--- config.mk ---
export PLATFORM = sky130hd
export DESIGN_NAME = fetch_unit_flat
export DESIGN_NICKNAME = d
export VERILOG_FILES = /design/src/rtl/fetch_unit_if.sv /design/src/rtl/fetch_unit.sv /design/src/flat_wrapper.sv
export SDC_FILE = /design/constraint.sdc
export NUM_CORES = 1
export LEC_CHECK = 0
export ABC_AREA = 1
export CAP_MARGIN = 20
export CORE_MARGIN = 1.5
export CORE_UTILIZATION = 30
export DETAILED_ROUTE_END_ITERATION = 10
export PLACE_DENSITY = 0.59
export SLEW_MARGIN = 25
export SYNTH_ARGS = -nofsm -noshare
export SYNTH_HDL_FRONTEND = slang
export SYNTH_SLANG_ARGS = --single-unit
--- constraint.sdc ---
create_clock -name clk -period 3.2 [get_ports clk]
set_clock_uncertainty 0.15 [all_clocks]
set_input_delay 0.48 -clock clk [delete_from_list [all_inputs] [get_ports clk]]
set_output_delay 0.48 -clock clk [all_outputs]
set_load 0.01 [all_outputs]
--- src/rtl/fetch_unit_if.sv ---
// Instruction-memory read port of the TSC fetch stage.
// The fetch unit drives the request; the memory returns data with a ready pulse.
interface fetch_unit_if #(
  parameter int WORD = 16
);
  logic            i_readM;
  logic [WORD-1:0] i_address;
  logic [WORD-1:0] i_data;
  logic            i_inputReady;

  modport master (
    output i_readM,
    output i_address,
    input  i_data,
    input  i_inputReady
  );

  modport slave (
    input  i_readM,
    input  i_address,
    output i_data,
    output i_inputReady
  );
endinterface

--- src/rtl/fetch_unit.sv ---
// IF stage of the 16-bit TSC pipeline: PC, imem handshake,
// direct-mapped BTB with 2-bit counters and the IF/ID register.
module fetch_unit #(
  parameter int              WORD     = 16,
  parameter logic [WORD-1:0] RESET_PC = '0,
  parameter int              BTB_IDX  = 2,
  parameter logic [WORD-1:0] NOP_INST = 16'hF01C
) (
  input  logic            clk,
  input  logic            reset_n,
  input  logic            pc_write,
  input  logic            ir_write,
  input  logic            flush_if,
  input  logic            redirect_valid,
  input  logic [WORD-1:0] redirect_pc,
  input  logic            upd_valid,
  input  logic [WORD-1:0] upd_pc,
  input  logic [WORD-1:0] upd_target,
  input  logic            upd_taken,
  fetch_unit_if.master    imem,
  output logic [WORD-1:0] ir_id,
  output logic [WORD-1:0] pc_id,
  output logic            ir_valid_id,
  output logic            pred_taken_id,
  output logic [WORD-1:0] pred_target_id
);

  localparam int N    = 1 << BTB_IDX;
  localparam int TAGW = WORD - BTB_IDX;

  typedef logic [WORD-1:0]    word_t;
  typedef logic [TAGW-1:0]    tag_t;
  typedef logic [BTB_IDX-1:0] idx_t;

  typedef enum logic {
    S_FETCH,
    S_HOLD
  } state_t;

  typedef struct packed {
    word_t ir;
    word_t pc;
    logic  valid;
    logic  taken;
    word_t tgt;
  } if_id_t;

  typedef struct packed {
    word_t ir;
    word_t pc;
    logic  taken;
    word_t tgt;
  } hold_t;

  state_t state;
  if_id_t q;
  hold_t  hbuf;
  word_t  pc;
  word_t  pc_nxt;
  word_t  addr;
  logic   kill;
  logic   kill_nxt;
  logic   req;
  logic   rdy;

  logic [N-1:0] btb_valid;
  tag_t         btb_tag [N];
  word_t        btb_tgt [N];
  logic [1:0]   btb_ctr [N];

  idx_t  idx;
  idx_t  uidx;
  logic  hit;
  logic  uhit;
  logic  pred_taken;
  word_t next_pc;

  assign rdy = imem.i_inputReady;

  assign idx        = pc[BTB_IDX-1:0];
  assign hit        = btb_valid[idx] &&
                      btb_tag[idx] == pc[WORD-1:BTB_IDX];
  assign pred_taken = hit && btb_ctr[idx][1];
  assign next_pc    = pred_taken ? btb_tgt[idx]
                                 : pc + word_t'(1);

  assign uidx = upd_pc[BTB_IDX-1:0];
  assign uhit = btb_valid[uidx] &&
                btb_tag[uidx] == upd_pc[WORD-1:BTB_IDX];

  assign imem.i_readM   = req;
  assign imem.i_address = addr;

  assign ir_id          = q.ir;
  assign pc_id          = q.pc;
  assign ir_valid_id    = q.valid;
  assign pred_taken_id  = q.taken;
  assign pred_target_id = q.tgt;

  always_comb begin
    pc_nxt   = pc;
    kill_nxt = kill;
    if (redirect_valid) begin
      pc_nxt   = redirect_pc;
      kill_nxt = req && !rdy;
    end else if (state == S_FETCH && rdy) begin
      if (kill)
        kill_nxt = 1'b0;
      else if (flush_if || (ir_write && pc_write))
        pc_nxt = next_pc;
    end else if (state == S_HOLD) begin
      if (flush_if || (ir_write && pc_write))
        pc_nxt = hbuf.tgt;
    end
  end

  // A killed request keeps its old address until the stale word returns.
  always_ff @(posedge clk or negedge reset_n) begin
    if (!reset_n) begin
      pc   <= RESET_PC;
      addr <= RESET_PC;
      kill <= 1'b0;
    end else begin
      pc   <= pc_nxt;
      kill <= kill_nxt;
      if (!kill_nxt)
        addr <= pc_nxt;
    end
  end

  always_ff @(posedge clk or negedge reset_n) begin
    if (!reset_n) begin
      state   <= S_FETCH;
      req     <= 1'b0;
      q       <= '{ir: NOP_INST, default: '0};
      hbuf    <= '0;
    end else if (redirect_valid) begin
      state <= S_FETCH;
      req   <= 1'b1;
      if (flush_if || ir_write) begin
        q.ir    <= NOP_INST;
        q.valid <= 1'b0;
      end
    end else begin
      unique case (state)
        S_FETCH: begin
          req <= 1'b1;
          if (rdy && !kill && !flush_if && !ir_write) begin
            hbuf  <= '{ir: imem.i_data, pc: pc,
                       taken: pred_taken, tgt: next_pc};
            state <= S_HOLD;
            req   <= 1'b0;
          end else if (rdy && !kill && !flush_if) begin
            q <= '{ir: imem.i_data, pc: pc, valid: 1'b1,
                   taken: pred_taken, tgt: next_pc};
          end else if (flush_if || ir_write) begin
            q.ir    <= NOP_INST;
            q.valid <= 1'b0;
          end
        end
        S_HOLD: begin
          req <= 1'b0;
          if (flush_if) begin
            q.ir    <= NOP_INST;
            q.valid <= 1'b0;
            state   <= S_FETCH;
            req     <= 1'b1;
          end else if (ir_write) begin
            q <= '{ir: hbuf.ir, pc: hbuf.pc, valid: 1'b1,
                   taken: hbuf.taken, tgt: hbuf.tgt};
            state <= S_FETCH;
            req   <= 1'b1;
          end
        end
      endcase
    end
  end

  always_ff @(posedge clk or negedge reset_n) begin
    if (!reset_n) begin
      btb_valid <= '0;
      for (int i = 0; i < N; i++) begin
        btb_tag[i] <= '0;
        btb_tgt[i] <= '0;
        btb_ctr[i] <= 2'b01;
      end
    end else if (upd_valid) begin
      if (uhit) begin
        if (upd_taken) begin
          btb_tgt[uidx] <= upd_target;
          if (btb_ctr[uidx] != 2'b11)
            btb_ctr[uidx] <= btb_ctr[uidx] + 2'b01;
        end else if (btb_ctr[uidx] != 2'b00) begin
          btb_ctr[uidx] <= btb_ctr[uidx] - 2'b01;
        end
      end else if (upd_taken) begin
        btb_valid[uidx] <= 1'b1;
        btb_tag[uidx]   <= upd_pc[WORD-1:BTB_IDX];
        btb_tgt[uidx]   <= upd_target;
        btb_ctr[uidx]   <= 2'b10;
      end
    end
  end

endmodule

--- src/flat_wrapper.sv ---
// flat-port wrapper written by rule: the top's interface ports become plain ports
module fetch_unit_flat 
#(
  parameter int              WORD     = 16,
  parameter logic [WORD-1:0] RESET_PC = '0,
  parameter int              BTB_IDX  = 2,
  parameter logic [WORD-1:0] NOP_INST = 16'hF01C
)
  (clk, reset_n, pc_write, ir_write, flush_if, redirect_valid, redirect_pc, upd_valid, upd_pc, upd_target, upd_taken, ir_id, pc_id, ir_valid_id, pred_taken_id, pred_target_id, imem_i_readM, imem_i_address, imem_i_data, imem_i_inputReady);
  fetch_unit_if #(.WORD(WORD)) imem_i ();
  input  logic clk;
  input  logic reset_n;
  input  logic pc_write;
  input  logic ir_write;
  input  logic flush_if;
  input  logic redirect_valid;
  input  logic [WORD-1:0] redirect_pc;
  input  logic upd_valid;
  input  logic [WORD-1:0] upd_pc;
  input  logic [WORD-1:0] upd_target;
  input  logic upd_taken;
  output logic [WORD-1:0] ir_id;
  output logic [WORD-1:0] pc_id;
  output logic ir_valid_id;
  output logic pred_taken_id;
  output logic [WORD-1:0] pred_target_id;
  output wire logic [$bits(imem_i.i_readM)-1:0] imem_i_readM;
  output wire logic [$bits(imem_i.i_address)-1:0] imem_i_address;
  input wire logic [$bits(imem_i.i_data)-1:0] imem_i_data;
  input wire logic [$bits(imem_i.i_inputReady)-1:0] imem_i_inputReady;
  assign imem_i_readM = imem_i.i_readM;
  assign imem_i_address = imem_i.i_address;
  assign imem_i.i_data = imem_i_data;
  assign imem_i.i_inputReady = imem_i_inputReady;
  fetch_unit #(.WORD(WORD), .RESET_PC(RESET_PC), .BTB_IDX(BTB_IDX), .NOP_INST(NOP_INST)) u_core (.clk(clk), .reset_n(reset_n), .pc_write(pc_write), .ir_write(ir_write), .flush_if(flush_if), .redirect_valid(redirect_valid), .redirect_pc(redirect_pc), .upd_valid(upd_valid), .upd_pc(upd_pc), .upd_target(upd_target), .upd_taken(upd_taken), .imem(imem_i), .ir_id(ir_id), .pc_id(pc_id), .ir_valid_id(ir_valid_id), .pred_taken_id(pred_taken_id), .pred_target_id(pred_target_id));
endmodule
=== Word level (Yosys, flattened, before mapping) ===
Cells that the tools add are included.

* Add/sub/neg operators: 3
* $lt $le $gt $ge: 6
* Eq/ne operators: 10
* Multiplexer cells: 70
* Bitwise gates (word level): 9
* Reduce and logical (&&, ||, !) cells: 26

{| class="wikitable"
|+ Operators by type and width
! operator !! count
|-
| 2-to-1 mux 16 bit || 16
|-
| 2-to-1 mux 50 bit || 2
|-
| one-hot mux 50 bit (2 select lines) || 1
|-
| 2-to-1 mux 14 bit || 5
|-
| bitwise mux 64 bit || 1
|-
| binary-select mux 14 bit (select 2 bit) || 2
|-
| bitwise mux 56 bit || 1
|-
| 2-to-1 mux 8 bit || 5
|-
| 2-to-1 mux 17 bit || 2
|-
| binary-select mux 16 bit (select 2 bit) || 1
|-
| demux 16 bit (select 2 bit) || 1
|-
| demux 14 bit (select 2 bit) || 1
|-
| == test 14 bit || 2
|-
| 2-to-1 mux 1 bit || 17
|-
| adder 16 x 1 -> 16 bit, second input constant || 1
|-
| bitwise mux 8 bit || 2
|-
| logical AND 1 bit || 11
|-
| 2-to-1 mux 2 bit || 5
|-
| != test 2 bit, second input constant || 5
|-
| binary-select mux 2 bit (select 2 bit) || 2
|-
| OR 4 bit || 2
|-
| greater-or-equal comparator 3 bit, second input constant || 2
|-
| < comparator 2 x 3 -> 1 bit, second input constant || 2
|-
| != test 3 bit, second input constant || 2
|-
| 20 further kinds || 33
|}

* Bits in registers: 266
* Input bits: 73
* Output and inout port bits: 67
* Logic and storage cells: 151

=== Depth between registers and ports, before layout ===
Gate-level depths: netlist of the first run.

* Depth in word-level cells: 12
* Mapped depth: 19

=== Least setup slack after synthesis of the first run ===
No wires, ideal clock.

* Kind: input port to flip-flop
* Start: in upd_pc[0]
* End: reg u_core.btb_ctr[1] in the netlist's numbering
* Data arrival time: 2.314 ns
* Data required time: 2.933 ns
* Path slack: 0.619 ns
* Stages: 13
* Buffers on the path: 3
* Cell sequence: buf_2 > nor2_4 > buf_4 > a22o_1 > a221oi_1 > inv_1 > ha_1 > nand2_1 > nand3b_1 > clkbuf_1 > nand3_1 > nand2_1 > nand2_1

* Cells in the longest elaborated chain, start to end: 9

{| class="wikitable"
|+ RTL lines
! element !! line !! RTL
|-
| start: declaration || flat_wrapper.sv:19 || <nowiki>input logic [WORD-1:0] upd_pc;</nowiki>
|-
| inverter 2 -> 3 bit (implied by the code) || n/a ||
|-
| binary-select mux 2 bit (select 2 bit) (tied with other cells) || n/a ||
|-
| 2-to-1 mux 2 bit (implied by the code) or logical AND 1 bit (tied branches) || n/a ||
|-
| 2-to-1 mux 2 bit (on tied branches) || n/a ||
|-
| subtractor 2 x 1 -> 2 bit (tied with other cells) || fetch_unit.sv:194 || <nowiki>btb_ctr[uidx] <= btb_ctr[uidx] - 2'b01;</nowiki>
|-
| bitwise mux 8 bit (on tied branches) || fetch_unit.sv:194, fetch_unit.sv:192 ||
|-
| 2-to-1 mux 8 bit (on tied branches) || fetch_unit.sv:193, fetch_unit.sv:191 ||
|-
| 2-to-1 mux 8 bit || fetch_unit.sv:189 || <nowiki>if (upd_taken) begin</nowiki>
|-
| 2-to-1 mux 8 bit || fetch_unit.sv:188 || <nowiki>if (uhit) begin</nowiki>
|-
| end signal: indexed assignment || fetch_unit.sv:192 || <nowiki>btb_ctr[uidx] <= btb_ctr[uidx] + 2'b01;</nowiki>
|-
| end signal: indexed assignment || fetch_unit.sv:194 ||
|-
| end: declaration || fetch_unit.sv:69 || <nowiki>logic [1:0] btb_ctr [N];</nowiki>
|}

Several ways; a longest one is shown, not always the timed one. The select of a mux whose other input is x is not followed.
A chain may end at the register's enable or synchronous reset.

=== Worst setup path after layout of the first run ===
* Start: reg u_core.pc[1]
* End: reg u_core.pc[0]

* Cells in the longest elaborated chain, start to end: 12

{| class="wikitable"
|+ RTL lines
! element !! line !! RTL
|-
| start: declaration || fetch_unit.sv:58 || <nowiki>word_t pc;</nowiki>
|-
| start signal: assignment || fetch_unit.sv:124 || <nowiki>pc <= pc_nxt;</nowiki>
|-
| inverter 2 -> 3 bit (implied by the code) || fetch_unit.sv:82, fetch_unit.sv:83, fetch_unit.sv:84 ||
|-
| binary-select mux 14 bit (select 2 bit) || fetch_unit.sv:82 || <nowiki>btb_tag[idx] == pc[WORD-1:BTB_IDX];</nowiki>
|-
| 2-to-1 mux 14 bit (implied by the code) (2 in a row) || fetch_unit.sv:82 ||
|-
| == test 14 bit || fetch_unit.sv:82 ||
|-
| logical AND 1 bit || fetch_unit.sv:81 || <nowiki>assign hit = btb_valid[idx] &&</nowiki>
|-
| logical AND 1 bit || fetch_unit.sv:83 || <nowiki>assign pred_taken = hit && btb_ctr[idx][1];</nowiki>
|-
| 2-to-1 mux 16 bit * || fetch_unit.sv:84 || <nowiki>assign next_pc = pred_taken ? btb_tgt[idx]</nowiki>
|-
| 2-to-1 mux 16 bit * || fetch_unit.sv:109 || <nowiki>else if (flush_if || (ir_write && pc_write))</nowiki>
|-
| 2-to-1 mux 16 bit * || fetch_unit.sv:107 || <nowiki>if (kill)</nowiki>
|-
| 2-to-1 mux 16 bit * || fetch_unit.sv:106 || <nowiki>end else if (state == S_FETCH && rdy) begin</nowiki>
|-
| 2-to-1 mux 16 bit * || fetch_unit.sv:103 || <nowiki>if (redirect_valid) begin</nowiki>
|-
| net u_core.pc_nxt[0] || fetch_unit.sv:59 || <nowiki>word_t pc_nxt;</nowiki>
|}

Mark *: on every way through the listed nets, which the timed path passes. The rest lies on a longest branch. The select of a mux whose other input is x is not followed.

==> summary.md, run 1 <==
| Metric | Value |
|---|---|
| CP Max Fanout | 34 |
| Root buffer cell | clkbuf_16 |
| Period utilisation layout | 88.8% |
| GRT overflow | 0 |
| Most frequent cells in the layout | nand2_1, dfrtp_1, o21ai_0 |
| Crit-path max cell delay | 0.44 ns |
| CP arrival | 3.11 ns |
| Critical path, cell by cell | buf_4, nand3_1, nand3_1, nand2_1, nor2_1, nand2_1, nor2_4, buf_4, nand3_1, nand3_1, nand2_1, a21boi_0 |
| CTS buffer count | 30 |
| Slew headroom | a little over half |
| Area Growth Syn to Fin | 23.5% |
| Commonest non-fill, non-tap cell in the layout | nand2_1 |
| Final #Nets | 1950 |
| Syn_nets | between 1.5k and 2k |
| Syn Inst Count | 1751 |
| Ys flop type | dfrtp_1 |
| Max clock buf depth | 3 |
| Actual transition at the worst max-transition pin | about 0.7 ns |
| Status | finished, final reports clean |
| Number of synthesized register bits | 266 |
| Layout cell share with drive strength beyond 1 | under 10% |
| FF-to-FF path depth | 12 |
| Sequential area share after synthesis | 49.7% |
| # IOs | 140 |
| Worst setup path startpoint | u_core.pc[1] |
| Die height | 214 um |
| Post-CTS Repair Setup Buffers | 0 |
| Reg2Reg Capture Point | u_core.pc[0] |
| Vias in the first global route | 12.1k |
| Post-layout minimum cycle time | 2.84 ns |
| Placed insts | 2433 |
| Sequential Power Share | 43.5% |
| Levels on crit path | 12 |
| Slew Viols, Final | 0 |
| Pwr dens | 616 nW/um^2 |
| Max Fclk | between 300 and 400 MHz |
| Hold-critical path depth | 2 |
| Finished Layout Cells | 2488 |
| Crit-path slowest cell | buf_4 |
| Wire per inst | between 15 and 20 um |
| Via count | 12.3k |
| Internal reg-to-reg setup slack | 0.36 ns |
| CTS tree | done |
| DRT iter0 DRCs | 1206 |
| Final setup viols | 0 |
| H-tree Lvls | 1 |
| Initial Util | 30.4% |
| Util after Layout | 37.5% |
| Sw Share | about a third |
| Post-synthesis cell type count | 39 |
| Psw | 3.23 mW |
| Placement row count | 77 |
| Total Wirelength | about 43000 um |
| CORE AREA | between 40000 and 50000 sq um |
| Mapped cell area | 13400 sq um |
| Diode count | 0 |
| Die X | 214 um |
| I/O Buffers | 139 |
| Async SR Flop Fraction | between 90% and 100% |
| P_leak | 7.80 nW |
| Antenna-violating nets left | 0 |
| Post-synth EDFFs | 0 |
| RSZ-0062 raised after global routing | no |
| Clk_lat worst skew | 0.59 ns |
| Clock power frac | 34.0% |
| Most common cell on crit path | nand3_1 |
| Hold Path Class | flop to flop |
| CTS clk-pin slew, worst paths | about 0.06 ns |
| Worst Path Buf+Inv | 2 |
| Crit Path Class | flop to flop |
| Tot GR Track Use | around a fifth |
| Initial antenna violation count | 2 |
| Max-cap violations | 0 |
| Reg2reg start | u_core.pc[1] |
| Residual DRC | 0 |
| YS warnings | 0 |
| Worst Setup EP | u_core.pc[0] |
| Worst-case vdd ir drop | 0.403 mV |
| Clock sink count | around 270 |
| Pre-Repair DR Iteration Count | 6 |
| Vias/cell | 4.95 |
| Largest net degree at the start of global routing | 86 |
| Final GP Congestion | roughly 0.94 |
| WP data required | 3.47 ns |
| Combinational Power Share | approximately 23% |
| CP Launch Type | flop |
| First-pass GRT wire length | slightly below 70000 um |
| Mean Syn Cell Area | 7.66 sq um |
| Final hold viol count | 0 |
| CP Capture Type | flop |
| HPWL after DPL | 29900 um |
| Crit-path leading delay family | simple AND/OR/NAND/NOR gates |
| Design internal power | 6.97 mW |
| Die Area | 46000 sq um |
| Min Hold Slack | between 0.3 and 0.4 ns |
registers in the layout (all words and copies together), names as in the netlist:
name and flops:
u_core.pc 16, u_core.btb_ctr 8, u_core.btb_tgt 64, u_core.btb_tag 56, u_core.state 1, u_core.imem.i_address 16
u_core.pred_target_id 16, u_core.ir_valid_id 1, u_core.hbuf 49, u_core.pred_taken_id 1, u_core.pc_id 16, u_core.imem.i_readM 1
u_core.kill 1, u_core.ir_id 16, u_core.btb_valid 4
per-stage QoR:
stage	TNS [ns]	instance area, sq um	total power, mW	worst slack (ns)
2_1_floorplan	0	13400	5.69	0.619
3_5_place_dp	-0.131	15600	6.77	-0.0515
3_3_place_gp	0	15600	6.73	0.0308
5_1_grt	0	16600	10.8	0.101
6_report	0	16600	10.2	0.359
4_1_cts	0	16600	10.3	0.369
cell families after synthesis:
kind of cell	synth area share, %
adders and majority gates	0.280
xor gates and xnor gates	0.979
DFF	49.7
buffers and inverters	6.78
AOI/OAI and AO/OA	15.3
and+or+nand+nor	26.9
cell usage after synthesis, types with 11 or more instances:
library cell  instances  share of area [%]
xor2_1               15               0.98
o21ai_0             193                7.2
o21ai_1              15               0.56
a31oi_1              17               0.79
a21oi_1              72                2.7
clkbuf_1             59                1.7
inv_1               106                3.0
nand3_1             116                4.3
dfrtp_1             255                 48
or2_2                17               0.79
nor2_1              153                4.3
nand2_1             564                 16
o22ai_1              30                1.4
dfstp_2              11                2.2
buf_4                14               0.78
nand4_1              14               0.65
buf_2                13               0.49
routing by layer:
layer / part of all wire (%) / track usage, % / vias to the layer above / routed length, um
met4: 2.4 / 5.35 / 0 / 1050
met1: 45 / 26.2 / 5865 / 19500
met2: 46 / 30.4 / 431 / 19900
met5: 0 / 0 / - / 0
met3: 6.0 / 2.10 / 69 / 2570
li1: - / - / 5963 / -
area by class of cell:
class                           instances  area [sq um]
Fill cell                            4583         27600
Sequential cell                       266          6670
Multi-Input combinational cell       1275          5850
Timing Repair Buffer                  188          1880
Clock buffer                           44           863
Tap cell                              592           741
Inverter                              113           427
Clock inverter                         10           125
how the worst min path moves through the flow:
stage | endpoint | start | slack, ns
2_1_floorplan | u_core.btb_ctr[1] | reset_n | 0.03
3_3_place_gp | u_core.hbuf[45] | u_core.hbuf[45] | 0.30
4_1_cts | u_core.hbuf[48] | imem_i_data[15] | 0.30
3_5_place_dp | u_core.btb_ctr[0] | u_core.btb_ctr[0] | 0.31
6_report | u_core.btb_ctr[0] | u_core.btb_ctr[0] | 0.31
5_1_grt | u_core.hbuf[45] | imem_i_data[12] | 0.33
power groups by stage:
stage	clock network (mW)	registers, mW	logic, mW
floorplan	0	4.42	1.27
global placement	0	4.48	2.26
detailed placement	0	4.48	2.29
CTS	3.54	4.43	2.30
global route	3.69	4.51	2.59
finish	3.47	4.44	2.29
worst min-delay path, stage by stage (launching register included):
cell	delay, ns
dfstp_2	0.37
nand2_1	0.05
nand2_1	0.04
timing repair:
action,in CTS,in global routing
hold buffers,1,0
endpoints found under the hold margin,75,0
gates resized for setup,0,0
(Power assumes the default switching activity.)
==> run 2, diff against run 1 <==
--- a/config.mk
+++ b/config.mk
@@ -9,6 +9,7 @@
 export CAP_MARGIN = 20
 export CORE_MARGIN = 1.5
 export CORE_UTILIZATION = 30
+export CTS_CLUSTER_SIZE = 12
 export DETAILED_ROUTE_END_ITERATION = 10
 export PLACE_DENSITY = 0.59
 export SLEW_MARGIN = 25
==> run 2 against run 1 <==
Net effect: routed wire length barely moved; power fell by 0.25%; setup slack lost 0.018 ns; critical endpoint unchanged; fmax decreased by 0.62%; register-to-register slack got worse by 0.02 ns; combinational power hardly changed; critical path depth rose by 1; highest routed layer unchanged; final cell count is the same; global-route usage is essentially flat; final area about the same; clock power is essentially flat.
==> summary.md, run 2 (synthesized netlist as in run 1, its figures left out) <==
| Metric | Value |
|---|---|
| Critical path, cell by cell | buf_4, nand3_1, nand2_1, nand2_1, nand2_1, inv_1, nand3_1, nor2_4, nand2_2, nand2_1, nand3_1, nand2_1, a21boi_0 |
| Crit-path leading delay family | simple AND/OR/NAND/NOR gates |
| Area Growth Syn to Fin | 23.4% (about the same) |
| Tot GR Track Use | 18.7% (about the same) |
| Hold Path Origin | u_core.btb_ctr[0] |
| Largest regs | u_core.btb_tgt x64, u_core.btb_tag x56, u_core.hbuf x49 |
| # IOs | 140 (unchanged) |
| Max-cap violations | 0 (unchanged) |
| Vias in the first global route | 12.1k (-0.0083%) |
| Psw | 3.23 mW (-0.14%) |
| Antenna-violating nets left | 0 (unchanged) |
| Via count | 12.3k (-0.40%) |
| Sequential Power Share | 43.6% (about the same) |
| P_leak | 7.79 nW (about the same) |
| CP arrival | 3.13 ns (+0.02 ns) |
| Max clock buf depth | 3 (unchanged) |
| Final GP Congestion | 0.943 (unchanged) |
| Slew Viols, Final | 0 (unchanged) |
| Register area | 6670 sq um (unchanged) |
| Sw Share | 31.7% (+0.033 points) |
| Hold Path End | u_core.btb_ctr[0] |
| DRT iter0 DRCs | 1132 (-6.1%) |
| HPWL after DPL | 29900 um (unchanged) |
| Initial Util | 30.4% (unchanged) |
| CORE AREA | 44100 sq um (unchanged) |
| Wire per inst | 17.3 um (about the same) |
| RSZ-0062 raised after global routing | no |
| Max reg flops | 64 (unchanged) |
| Crit-path slowest cell | buf_4 |
| Worst setup path startpoint | u_core.pc[1] |
| Hold Path Class | flop to flop |
| First-pass GRT wire length | 69000 um (about the same) |
| Vias/cell | 4.94 (-0.40%) |
| Finished Layout Cells | 2488 (unchanged) |
| Combinational Power Share | 22.5% (about the same) |
| CTS clk-pin slew, worst paths | 0.06 ns (about the same) |
| Actual transition at the worst max-transition pin | 0.699 ns (-0.00397 ns) |
| CP Capture Type | flop |
| Min Hold Slack | 0.314 ns (+0.0000770 ns) |
| Root buffer cell | clkbuf_16 |
| FF-to-FF path depth | 13 (+1) |
| Crit-path max cell delay | 0.44 ns (about the same) |
| CTS tree | done |
| Commonest non-fill, non-tap cell in the layout | nand2_1 |
| Die X | 214 um (unchanged) |
| CTS buffer count | 30 (unchanged) |
| Pwr dens | 615 nW/um^2 (-0.19%) |
| Worst-case vdd ir drop | 0.401 mV (-0.39%) |
| Multi-input logic area | 5850 sq um (unchanged) |
| Biggest register | u_core.btb_tgt |
| Worst Path Buf+Inv | 2 (unchanged) |
| Residual DRC | 0 (unchanged) |
| CP Launch Type | flop |
| Largest net degree at the start of global routing | 86 (unchanged) |
| H-tree Lvls | 1 (unchanged) |
| Final hold viol count | 0 (unchanged) |
| Placement row count | 77 (unchanged) |
| CP Max Fanout | 34 (unchanged) |
| Clock sink count | 266 (unchanged) |
| Final #Nets | 1950 (unchanged) |
| Placed insts | 2433 (unchanged) |
| Most frequent cells in the layout | nand2_1, dfrtp_1, o21ai_0 |
| Initial antenna violation count | 2 (unchanged) |
| Diode count | 0 (unchanged) |
| Post-layout minimum cycle time | 2.86 ns (+0.0176 ns) |
| Crit Path Class | flop to flop |
| Max Fclk | 350 MHz (-0.62%) |
| Total Wirelength | 43000 um (about the same) |
| Clk_lat worst skew | 0.59 ns (about the same) |
| WP data required | 3.47 ns (about the same) |
| Reg2Reg Capture Point | u_core.pc[0] |
| Internal reg-to-reg setup slack | 0.34 ns (-0.02 ns) |
| Pre-Repair DR Iteration Count | 6 (unchanged) |
| Most common cell on crit path | nand2_1 |
| Status | finished, final reports clean |
| Design internal power | 6.95 mW (-0.30%) |
| Final setup viols | 0 (unchanged) |
| Die Area | 46000 sq um (unchanged) |
| Period utilisation layout | 89.3% (+0.55 points) |
| Reg2reg start | u_core.pc[1] |
| Die height | 214 um (unchanged) |
| Hold-critical path depth | 2 (unchanged) |
| Clock power frac | 33.8% (-0.2 points) |
| Layout cell share with drive strength beyond 1 | 7.65% (-0.053 points) |
| I/O Buffers | 139 (unchanged) |
| Slew headroom | 53.4% (+0.26 points) |
| Filler Cells Inserted | 4591 (+0.17%) |
| GRT overflow | 0 (unchanged) |
| Power Total | 10.2 mW (-0.25%) |
==> run 2: cell count changes in the layout (fill, tap and decap cells not counted) <==
| cell | delta |
|---|---|
| clkbuf_1 | +1 |
| clkbuf_8 | -1 |
==> run 2: cell type report <==
type	instances	area share, %
inverters	113	2.58
multi-input cells	1275	35.4
flip-flops and latches	266	40.3
clock inverters	10	0.756
repair buffers	188	11.4
well taps	592	4.48
clock buffers	44	5.16
==> run 2: worst register-to-register path, delay by kind of cell, from the launching register on <==
family	cells	cell delay (ns)
flops	1	0.35
buf+inv	2	0.47
compound gates	1	0.36
simple gates	10	1.33
==> run 2: power groups by stage <==
stage	sequential (mW)	clock, mW	combinational, mW
final	4.44	3.44	2.29
after global routing	4.51	3.67	2.59
after CTS	4.43	3.52	2.30
after detailed placement	4.48	0	2.29
after global placement	4.48	0	2.26
after floorplan	4.42	0	1.27
==> run 2: worst max path at each step <==
stage | end | slack [ns] | depth (start not counted)
final | u_core.pc[0] | 0.34 | 13
after global routing | u_core.pred_target_id[14] | 0.10 | 12
after CTS | u_core.pc[0] | 0.37 | 12
after detailed placement | u_core.btb_ctr[3] | -0.05 | 13
after global placement | u_core.btb_ctr[7] | 0.03 | 13
after floorplan | u_core.btb_ctr[1] | 0.62 | 13
==> run 2: stage by stage <==
stage	cell area, sq um	worst slack, ns	setup TNS, ns	util [%]
after floorplan	13400	0.619	0	-
after global placement	15600	0.0308	0	35.3
after detailed placement	15600	-0.0515	-0.131	35.3
after CTS	16600	0.370	0	37.5
after global routing	16600	0.100	0	37.5
final	16600	0.341	0	37.5
==> run 2: timing repair <==
item	4_1_cts	5_1_grt
resized for setup	0	0
setup buffers	0	0
hold buffers	1	0
hold endpoints to repair	75	0
==> run 2: per-layer routing <==
metal,up-vias,part of all wire (%),global-route usage [%]
met4,0,2.3,5.47
met1,5826,46,26.2
li1,5963,-,-
met2,420,46,30.4
met5,-,0,0
met3,70,5.8,2.07
